--- src/rtl/key_sched_engine_if.sv ---
// Bundle between the round-key schedule engine and its users (cipher cores / control).
// Handshake: start is a request taken only while busy is low; rk_rd at an edge yields rk_data after that edge.
interface key_sched_engine_if #(
  parameter int KEY_W = 16
);
  logic             start;
  logic             mode;
  logic [KEY_W-1:0] key_in;
  logic             busy;
  logic             done;
  logic             keys_valid;
  logic             rk_rd;
  logic [3:0]       rk_addr;
  logic [KEY_W-1:0] rk_data;

  modport master (
    output start, mode, key_in, rk_rd, rk_addr,
    input  busy, done, keys_valid, rk_data
  );

  modport slave (
    input  start, mode, key_in, rk_rd, rk_addr,
    output busy, done, keys_valid, rk_data
  );
endinterface

--- src/rtl/key_sched_engine.sv ---
// Sequential round-key expansion into a key buffer, one round per clock, with a registered read port.
// Define KEYSCHED_INV_EN to honour mode and build the inverse (InvSubWord) schedule.
module key_sched_engine #(
  parameter int KEY_W = 16,
  parameter int NR    = 10
) (
  input  logic              clk,
  input  logic              rst,
  key_sched_engine_if.slave ks,
  output logic [1:0]        dbg_state
);
  localparam int AW = $clog2(NR + 1);
  localparam int NB = KEY_W / 8;

  typedef enum logic [1:0] {
    S_IDLE = 2'd0,
    S_RUN  = 2'd1,
    S_DONE = 2'd2
  } state_t;

  // AES S-box, entry 0x00 in the most significant byte.
  localparam logic [2047:0] SBOX = {
    128'h637c777bf26b6fc53001672bfed7ab76, 128'hca82c97dfa5947f0add4a2af9ca472c0,
    128'hb7fd9326363ff7cc34a5e5f171d83115, 128'h04c723c31896059a071280e2eb27b275,
    128'h09832c1a1b6e5aa0523bd6b329e32f84, 128'h53d100ed20fcb15b6acbbe394a4c58cf,
    128'hd0efaafb434d338545f9027f503c9fa8, 128'h51a3408f929d38f5bcb6da2110fff3d2,
    128'hcd0c13ec5f974417c4a77e3d645d1973, 128'h60814fdc222a908846eeb814de5e0bdb,
    128'he0323a0a4906245cc2d3ac629195e479, 128'he7c8376d8dd54ea96c56f4ea657aae08,
    128'hba78252e1ca6b4c6e8dd741f4bbd8b8a, 128'h703eb5664803f60e613557b986c11d9e,
    128'he1f8981169d98e949b1e87e9ce5528df, 128'h8ca1890dbfe6426841992d0fb054bb16
  };

  function automatic logic [7:0] sub_byte(input logic [7:0] x);
    return SBOX[8*(255 - int'(x)) +: 8];
  endfunction

`ifdef KEYSCHED_INV_EN
  localparam logic [2047:0] INV_SBOX = {
    128'h52096ad53036a538bf40a39e81f3d7fb, 128'h7ce339829b2fff87348e4344c4dee9cb,
    128'h547b9432a6c2233dee4c950b42fac34e, 128'h082ea16628d924b2765ba2496d8bd125,
    128'h72f8f66486689816d4a45ccc5d65b692, 128'h6c704850fdedb9da5e154657a78d9d84,
    128'h90d8ab008cbcd30af7e45805b8b34506, 128'hd02c1e8fca3f0f02c1afbd0301138a6b,
    128'h3a9111414f67dcea97f2cfcef0b4e673, 128'h96ac7422e7ad3585e2f937e81c75df6e,
    128'h47f11a711d29c5896fb7620eaa18be1b, 128'hfc563e4bc6d279209adbc0fe78cd5af4,
    128'h1fdda8338807c731b11210592780ec5f, 128'h60517fa919b54a0d2de57a9f93c99cef,
    128'ha0e03b4dae2af5b0c8ebbb3c83539961, 128'h172b047eba77d626e169146355210c7d
  };

  function automatic logic [7:0] inv_sub_byte(input logic [7:0] x);
    return INV_SBOX[8*(255 - int'(x)) +: 8];
  endfunction
`endif

  function automatic logic [7:0] rcon(input logic [3:0] i);
    case (i)
      4'd0:    return 8'h01;
      4'd1:    return 8'h02;
      4'd2:    return 8'h04;
      4'd3:    return 8'h08;
      4'd4:    return 8'h10;
      4'd5:    return 8'h20;
      4'd6:    return 8'h40;
      4'd7:    return 8'h80;
      4'd8:    return 8'h1b;
      4'd9:    return 8'h36;
      default: return 8'h00;
    endcase
  endfunction

  state_t           state, state_nx;
  logic [3:0]       round;
  logic             kv_q;
  logic [KEY_W-1:0] cur_key;
  logic [KEY_W-1:0] sub_word;
  logic [KEY_W-1:0] next_key;
  logic [3:0]       rc_idx;
  logic [KEY_W-1:0] rd_q;
  logic [KEY_W-1:0] kbuf [0:NR];
  logic             start_acc;
  logic             last_round;

  assign start_acc  = (state == S_IDLE) && ks.start;
  assign last_round = (round == 4'(NR - 1));

`ifdef KEYSCHED_INV_EN
  logic inv_q;

  always_ff @(posedge clk) begin
    if (start_acc) inv_q <= ks.mode;
  end

  always_comb begin
    sub_word = '0;
    for (int b = 0; b < NB; b++) begin
      sub_word[8*b +: 8] = inv_q ? inv_sub_byte(cur_key[8*b +: 8]) : sub_byte(cur_key[8*b +: 8]);
    end
  end

  // Inverse schedule walks the round constants from the top down.
  assign rc_idx = inv_q ? (4'(NR - 1) - round) : round;
`else
  logic unused_mode;
  assign unused_mode = ks.mode;

  always_comb begin
    sub_word = '0;
    for (int b = 0; b < NB; b++) begin
      sub_word[8*b +: 8] = sub_byte(cur_key[8*b +: 8]);
    end
  end

  assign rc_idx = round;
`endif

  assign next_key = cur_key ^ sub_word ^ {rcon(rc_idx), {(KEY_W-8){1'b0}}};

  always_ff @(posedge clk) begin
    if (rst) state <= S_IDLE;
    else     state <= state_nx;
  end

  always_comb begin
    state_nx = state;
    case (state)
      S_IDLE:  if (ks.start) state_nx = S_RUN;
      S_RUN:   if (last_round) state_nx = S_DONE;
      S_DONE:  state_nx = S_IDLE;
      default: state_nx = S_IDLE;
    endcase
  end

  always_ff @(posedge clk) begin
    if (rst) begin
      round <= 4'd0;
      kv_q  <= 1'b0;
    end else if (start_acc) begin
      round <= 4'd0;
      kv_q  <= 1'b0;
    end else if (state == S_RUN) begin
      if (last_round) kv_q  <= 1'b1;
      else            round <= round + 4'd1;
    end
  end

  // Buffer contents are deliberately unreset; kv_q masks stale slots at the read port.
  always_ff @(posedge clk) begin
    if (start_acc) begin
      kbuf[0] <= ks.key_in;
      cur_key <= ks.key_in;
    end else if (state == S_RUN) begin
      kbuf[AW'(round + 4'd1)] <= next_key;
      cur_key                 <= next_key;
    end
  end

  always_ff @(posedge clk) begin
    if (rst) begin
      rd_q <= '0;
    end else if (ks.rk_rd) begin
      rd_q <= (kv_q && (ks.rk_addr <= 4'(NR))) ? kbuf[AW'(ks.rk_addr)] : '0;
    end
  end

  assign ks.busy       = (state != S_IDLE);
  assign ks.done       = (state == S_DONE);
  assign ks.keys_valid = kv_q;
  assign ks.rk_data    = rd_q;
  assign dbg_state     = state;
endmodule

--- src/flat_wrapper.sv ---
// flat-port wrapper written by rule: the top's interface ports become plain ports
module key_sched_engine_flat 
#(
  parameter int KEY_W = 16,
  parameter int NR    = 10
)
  (clk, rst, dbg_state, ks_start, ks_mode, ks_key_in, ks_rk_rd, ks_rk_addr, ks_busy, ks_done, ks_keys_valid, ks_rk_data);
  key_sched_engine_if #(.KEY_W(KEY_W)) ks_i ();
  input  logic clk;
  input  logic rst;
  output logic [1:0] dbg_state;
  input wire logic [$bits(ks_i.start)-1:0] ks_start;
  input wire logic [$bits(ks_i.mode)-1:0] ks_mode;
  input wire logic [$bits(ks_i.key_in)-1:0] ks_key_in;
  input wire logic [$bits(ks_i.rk_rd)-1:0] ks_rk_rd;
  input wire logic [$bits(ks_i.rk_addr)-1:0] ks_rk_addr;
  output wire logic [$bits(ks_i.busy)-1:0] ks_busy;
  output wire logic [$bits(ks_i.done)-1:0] ks_done;
  output wire logic [$bits(ks_i.keys_valid)-1:0] ks_keys_valid;
  output wire logic [$bits(ks_i.rk_data)-1:0] ks_rk_data;
  assign ks_i.start = ks_start;
  assign ks_i.mode = ks_mode;
  assign ks_i.key_in = ks_key_in;
  assign ks_i.rk_rd = ks_rk_rd;
  assign ks_i.rk_addr = ks_rk_addr;
  assign ks_busy = ks_i.busy;
  assign ks_done = ks_i.done;
  assign ks_keys_valid = ks_i.keys_valid;
  assign ks_rk_data = ks_i.rk_data;
  key_sched_engine #(.KEY_W(KEY_W), .NR(NR)) u_core (.clk(clk), .rst(rst), .ks(ks_i), .dbg_state(dbg_state));
endmodule
--- config.mk ---
export PLATFORM = sky130hd
export DESIGN_NAME = key_sched_engine_flat
export DESIGN_NICKNAME = d
export VERILOG_FILES = /design/src/rtl/key_sched_engine_if.sv /design/src/rtl/key_sched_engine.sv /design/src/flat_wrapper.sv
export SDC_FILE = /design/constraint.sdc
export NUM_CORES = 1
export LEC_CHECK = 0
export ABC_AREA = 1
export BUFFER_PORTS_ARGS = -buffer_cell sky130_fd_sc_hd__buf_2
export CORE_MARGIN = 2
export CORE_UTILIZATION = 50
export CTS_BUF_LIST = sky130_fd_sc_hd__clkbuf_4 sky130_fd_sc_hd__clkbuf_8
export DETAILED_ROUTE_END_ITERATION = 8
export PLACE_DENSITY = 0.7
export SLEW_MARGIN = 25
export SYNTH_ARGS = -nofsm -noshare
export SYNTH_HDL_FRONTEND = slang
export SYNTH_SLANG_ARGS = --single-unit
--- constraint.sdc ---
create_clock -name clk -period 4 [get_ports clk]
set_input_delay 0.8 -clock clk [delete_from_list [all_inputs] [get_ports clk]]
set_output_delay 0.8 -clock clk [all_outputs]
set_load 0.02 [all_outputs]
==> impl_metrics.tcl, run 1 <==
set metrics [dict create \
    status "finished, final reports clean" \
    vias 15610 \
    cts_resized 0 \
    diodes 0 \
    h-tree-depth 2 \
    routed_wl_um 54130 \
    final-instance-count-excl-fill 2463 \
    finalWorstPathRequiredPeriod_ns 3.169 \
    start_util_pct 50.79 \
    syn_inst 2049 \
    drt_iter0_drc 2454 \
    place.gp.congestion 1.044 \
    min_path_cells 2 \
    max_freq_mhz 315.5 \
    cts_tree "built" \
    die_width_um 177.5 \
    via_per_inst 6.336 \
    maxSlewViolCount 0 \
    vdd_drop_max_mv 0.3585 \
    cap_violations 0 \
    path_class "reg -> reg" \
    drc 0 \
    grt_max_degree 71 \
    setup_viol 0 \
    ios 46 \
    relSlewSlack_pct 30.61 \
    cts.sinks 223 \
    powerDensity_nw_per_um2 734.9 \
    cts_buffers 35 \
    synth-seq-cells 223 \
    grt_use_total_pct 34.15 \
    path_clk_slew_ns 0.06 \
    ys_warn_count 0 \
    cp-end-kind "register" \
    placed_cells 2400 \
    setup_tns_ns 0 \
    drt-pass1-iter-count 9 \
    hold_path_class "reg -> reg" \
    tightest_slew_ns 1.041 \
    required_ns 4.15 \
    p_leak_nw 6.851 \
    core_um2 29640 \
    insertion_delay_ns 0.51 \
    clock_path_buffers 3 \
    skew_ns 0.02034 \
    gr-total-overflow 0 \
    synth_nets 2106 \
    fin_crit_sh_pct 79.23 \
    worstPathArrival_ns 3.32 \
    grt_pass1_vias 14200 \
    io_buffers 44 \
    rsz0062_at_grt "no" \
    post-dp-hpwl_um 34970 \
    dieArea_um2 31510 \
    row_count 63 \
    worstPathMaxFanout 13 \
    startpoint_type "register" \
    seq_area_frac_synth_pct 42.42 \
    timing.final.hold_violations 0 \
    cts_hold_buffers 0 \
    fin_nets 2104 \
    die_h_um 177.5 \
    reg2regPathDepth 15 \
    cts_setup_buffers 0 \
    syn-cell-area_um2 15050 \
    synth.avg_cell_area_um2 7.347 \
    antenna_left 0 \
    synthDistinctLibCells 36 \
    antenna_found_initial 0 \
    clockRootBuffer "clkbuf_8" \
    grt_pass1_wl_um 83160 \
    drive_above_1_share_pct 10.13 \
    wl_per_cell_um 21.98 \
    area_growth_pct 8.246 \
]
synthesized netlist by cell type:
library cell,number,area [um^2]
edfxtp_1,192,5766
a22oi_1,8,60.06
nand2_1,596,2237
o21ai_0,63,315.3
buf_1,22,82.58
clkinv_1,5,18.77
buf_4,11,82.58
a21oi_1,133,665.6
xnor2_1,2,17.52
nand4_1,10,62.56
inv_2,11,41.29
nor3_2,1,10.01
o31ai_1,1,7.510
nor2_2,3,18.77
o211ai_1,18,135.1
a211oi_1,1,7.510
xor2_1,6,52.55
o22ai_1,4,25.02
buf_2,66,330.3
o311ai_0,15,131.4
inv_1,67,251.5
nand3b_1,5,37.54
ha_1,32,400.4
a31oi_1,3,18.77
nand3_2,1,10.01
nand2_2,14,87.58
dfxtp_1,31,620.6
a21oi_2,2,17.52
nand2_4,4,45.04
or2_2,2,12.51
nor3_1,4,20.02
buf_6,9,101.4
nand3_1,559,2798
o21ai_1,8,40.04
clkbuf_1,37,138.9
nor2_1,103,386.6
flip-flops by register name, summed over array words and instances (netlist names), named ones only:
register              cells
u_core.ks.keys_valid      1
u_core.dbg_state          2
u_core.rc_idx             4
u_core.ks.rk_data        16
u_core.cur_key           16
u_core.kbuf             176
per-stage QoR:
| step | utilization (%) | cell area, um^2 | hold WS, ns | setup slack, ns | total power, mW |
|---|---|---|---|---|---|
| 4_1_cts | 54.98 | 16290 | 0.4638 | 0.9167 | 11.66 |
| 6_report | 54.98 | 16290 | 0.4615 | 0.8308 | 11.97 |
| 3_3_place_gp | 52.59 | 15590 | 0.4531 | 0.9390 | 9.746 |
| 5_1_grt | 54.98 | 16290 | 0.4817 | 0.6007 | 12.69 |
| 2_1_floorplan | - | 15050 | 0.5450 | 1.401 | 7.826 |
| 3_5_place_dp | 52.60 | 15590 | 0.4540 | 0.9205 | 9.726 |
routing by layer:
metal	global-route usage (%)	wire length, um	vias to the layer above
met5	0	0	-
met4	13.49	2314	0
met3	6.213	6209	180
met2	52.34	24050	1074
met1	47.84	21550	7250
li1	-	-	7102
final cells by class:
cell class | count | area (um^2)
Clock buffer | 51 | 620.6
Timing Repair Buffer | 106 | 748.2
Inverter | 83 | 311.5
Clock inverter | 12 | 82.58
Multi-Input combinational cell | 1598 | 7657
Fill cell | 2866 | 13340
Sequential cell | 223 | 6386
Tap cell | 390 | 488.0
path summary, 6_finish.rpt:
| check | from | endpoint | slack (ns) |
|---|---|---|---|
| setup / recovery | u_core.cur_key[9]$_DFFE_PP_ | u_core.kbuf[3][12]$_DFFE_PP_ | 0.83 |
| hold / removal | u_core.ks.rk_data[8]$_SDFFE_PP0P_ | u_core.ks.rk_data[8]$_SDFFE_PP0P_ | 0.46 |
| setup reg to reg | u_core.cur_key[9]$_DFFE_PP_ | u_core.kbuf[3][12]$_DFFE_PP_ | 0.83 |
| hold reg to reg | u_core.ks.rk_data[8]$_SDFFE_PP0P_ | u_core.ks.rk_data[8]$_SDFFE_PP0P_ | 0.46 |
where the power goes:
group	internal (mW)	switching [mW]
Sequential	2.82	0.142
Combinational	1.99	5.10
Clock	1.07	0.862
Total	5.87	6.10
layout by cell type (no fill, tap or decap), types with 2 or more instances in the layout:
| cell | Yosys | layout |
|---|---|---|
| a21oi_1 | 133 | 133 |
| a21oi_2 | 2 | 2 |
| a22oi_1 | 8 | 8 |
| a31oi_1 | 3 | 3 |
| buf_12 | 0 | 5 |
| buf_2 | 66 | 44 |
| buf_4 | 11 | 57 |
| clkbuf_4 | 0 | 13 |
| clkbuf_8 | 0 | 38 |
| clkinv_1 | 5 | 14 |
| dfxtp_1 | 31 | 31 |
| edfxtp_1 | 192 | 192 |
| ha_1 | 32 | 32 |
| inv_1 | 67 | 66 |
| inv_2 | 11 | 11 |
| inv_6 | 0 | 2 |
| nand2_1 | 596 | 596 |
| nand2_2 | 14 | 14 |
| nand2_4 | 4 | 4 |
| nand3_1 | 559 | 559 |
| nand3b_1 | 5 | 5 |
| nand4_1 | 10 | 10 |
| nor2_1 | 103 | 94 |
| nor2_2 | 3 | 11 |
| nor3_1 | 4 | 2 |
| nor3_2 | 1 | 3 |
| o211ai_1 | 18 | 18 |
| o21ai_0 | 63 | 63 |
| o21ai_1 | 8 | 8 |
| o22ai_1 | 4 | 4 |
| o311ai_0 | 15 | 15 |
| or2_2 | 2 | 2 |
| xnor2_1 | 2 | 2 |
| xor2_1 | 6 | 6 |
kinds of logic after synthesis:
group | synth area share (%)
and+or+nand+nor | 38.04
AOI/OAI and AO/OA | 9.459
buffers and inverters | 6.957
DFF | 42.42
adders and majority gates | 2.660
xor gates and xnor gates | 0.4655
critical path, stage by stage (launching register included):
cell and delay, ns:
edfxtp_1 0.37, buf_4 0.30, ha_1 0.34, inv_1 0.12
nand2_2 0.25, nand3_1 0.28, nand3_1 0.16, nand3_1 0.11
nand3_1 0.11, nand2_1 0.14, nand2_1 0.11, nand2_1 0.07
nand2_1 0.06, nand2_1 0.07, nand2_1 0.07, nand2_1 0.24
(Power assumes the default switching activity.)
==> run 2, diff against run 1 <==
- clock period: 4 -> 2.95 ns (I/O delays scaled with it)
==> run 2 against run 1 <==
Wire length rose by 5.0%. Die area unchanged. Hold slack got worse by 0.13 ns. First-iteration DRC count down 7.5%. Final cell count is 2.3% higher. Critical path depth is 3 lower. Critical path type unchanged. Count of clock-buffer cells in the layout decreased by 2. Register-to-register slack lost 0.71 ns. Utilization grew 2.1 points. Non-clock buffer count is 63 higher.
==> impl_metrics.tcl, run 2 (synthesized netlist as in run 1, its figures left out) <==
set metrics [dict create \
    startpoint_type "register" \
    fin_crit_sh_pct 96.02 \
    post-dp-hpwl_um 38850 \
    gr-total-overflow 0 \
    highest_layer "met4" \
    die_h_um 177.5 \
    setup_viol 0 \
    maxSlewViolCount 0 \
    powerDensity_nw_per_um2 994.6 \
    vdd_drop_max_mv 0.4623 \
    cp-end-kind "register" \
    fillCellCount 2811 \
    seq_area_um2 6386 \
    drt_iter0_drc 2269 \
    required_ns 3.17 \
    drt-pass1-iter-count 5 \
    routed_wl_um 56820 \
    path_class "reg -> reg" \
    core_um2 29640 \
    insertion_delay_ns 0.55 \
    max_freq_mhz 353.0 \
    row_count 63 \
    final_common_cell "nand2_1" \
    dieArea_um2 31510 \
    timing.final.hold_violations 0 \
    cts.sinks 223 \
    total_power_mw 16.82 \
    cts_tree "built" \
    worstPathArrival_ns 3.05 \
    setup_tns_ns 0 \
    die_width_um 177.5 \
    status "finished, final reports clean" \
    cts_buffers 31 \
    hold_path_class "in -> reg" \
    grt_pass1_vias 14870 \
    layout_common_cells "nand2_1 (586), nand3_1 (558), edfxtp_1 (192)" \
    worstPathMaxFanout 13 \
    start_util_pct 50.79 \
    clock_path_buffers 3 \
    antenna_found_initial 0 \
    antenna_left 0 \
    vias 15840 \
    fin_nets 2163 \
    h-tree-depth 1 \
    grt_use_total_pct 35.64 \
    tightest_slew_ns 0.6888 \
    io_buffers 44 \
    multi_input_area_um2 7682 \
    largest_register_ffs 176 \
    clockRootBuffer "clkbuf_8" \
    place.gp.congestion 1.034 \
    relSlewSlack_pct 53.59 \
    via_per_inst 6.285 \
    dr_wl_met2_um 25500 \
    cts_setup_buffers 0 \
    cts_hold_buffers 0 \
    drive_above_1_share_pct 13.43 \
    wl_per_cell_um 22.55 \
    skew_ns 0.01517 \
    regMostFlops "u_core.kbuf" \
    cts_resized 0 \
    grt_pass1_wl_um 86440 \
    ios 46 \
    diodes 0 \
    wl_met3_um 5465 \
    finalWorstPathRequiredPeriod_ns 2.832 \
    grt_max_degree 71 \
    p_leak_nw 7.195 \
    fin_util_pct 57.07 \
    area_growth_pct 12.36 \
    cap_violations 0 \
    path_clk_slew_ns 0.07 \
    drt-met1-wl_um 22530 \
    drc 0 \
]
## run 2: final timing paths
check	slack, ns	depth (start not counted)	endpoint	startpoint
max	0.12	12	u_core.kbuf[6][9]$_DFFE_PP_	u_core.cur_key[9]$_DFFE_PP_
min	0.33	3	u_core.cur_key[0]$_DFFE_PP_	ks_key_in[0]
max reg2reg	0.12	12	u_core.kbuf[6][9]$_DFFE_PP_	u_core.cur_key[9]$_DFFE_PP_
min reg2reg	0.46	2	u_core.ks.rk_data[5]$_SDFFE_PP0P_	u_core.ks.rk_data[5]$_SDFFE_PP0P_
## run 2: worst max-delay path: stages (launching register included)
cell and delay [ns]:
edfxtp_1 0.44, buf_4 0.26, ha_1 0.29, nand2_1 0.25, nand3_2 0.21, nand3_1 0.15, nand3_1 0.08, a21oi_1 0.15
nand2_1 0.17, nand3b_1 0.13, nand2_1 0.09, nand2_1 0.07, nand2_1 0.21
## run 2: power breakdown
part | switching, mW | internal [mW]
Sequential | 0.122 | 3.82
Clock | 1.14 | 1.28
Combinational | 7.22 | 3.24
## run 2: cell type report
cell class / count / area share [%]
sequential: 223 / 37.76
inverter: 83 / 1.857
clock buffer: 49 / 3.506
timing repair buffer: 169 / 8.330
tap: 390 / 2.885
clock inverter: 8 / 0.2441
multi-input combinational: 1598 / 45.42
## run 2: metrics by stage
stage / instance area, um^2 / hold slack (ns) / worst slack, ns / std cells
after floorplan: 15050 / 0.5450 / 0.3509 / 2049
after global placement: 16250 / 0.4530 / 0.1122 / 2463
after detailed placement: 16250 / 0.4524 / 0.06277 / 2463
after CTS: 16880 / 0.3057 / 0.05145 / 2520
after global routing: 16910 / 0.3193 / -0.004235 / 2520
final: 16910 / 0.3279 / 0.1175 / 2520
## run 2: routing by layer
layer / up-vias / GRT usage (%)
met1: 7386 / 47.73
met5: - / 0
met4: 0 / 19.40
met3: 212 / 5.334
li1: 7233 / -
met2: 1008 / 55.57
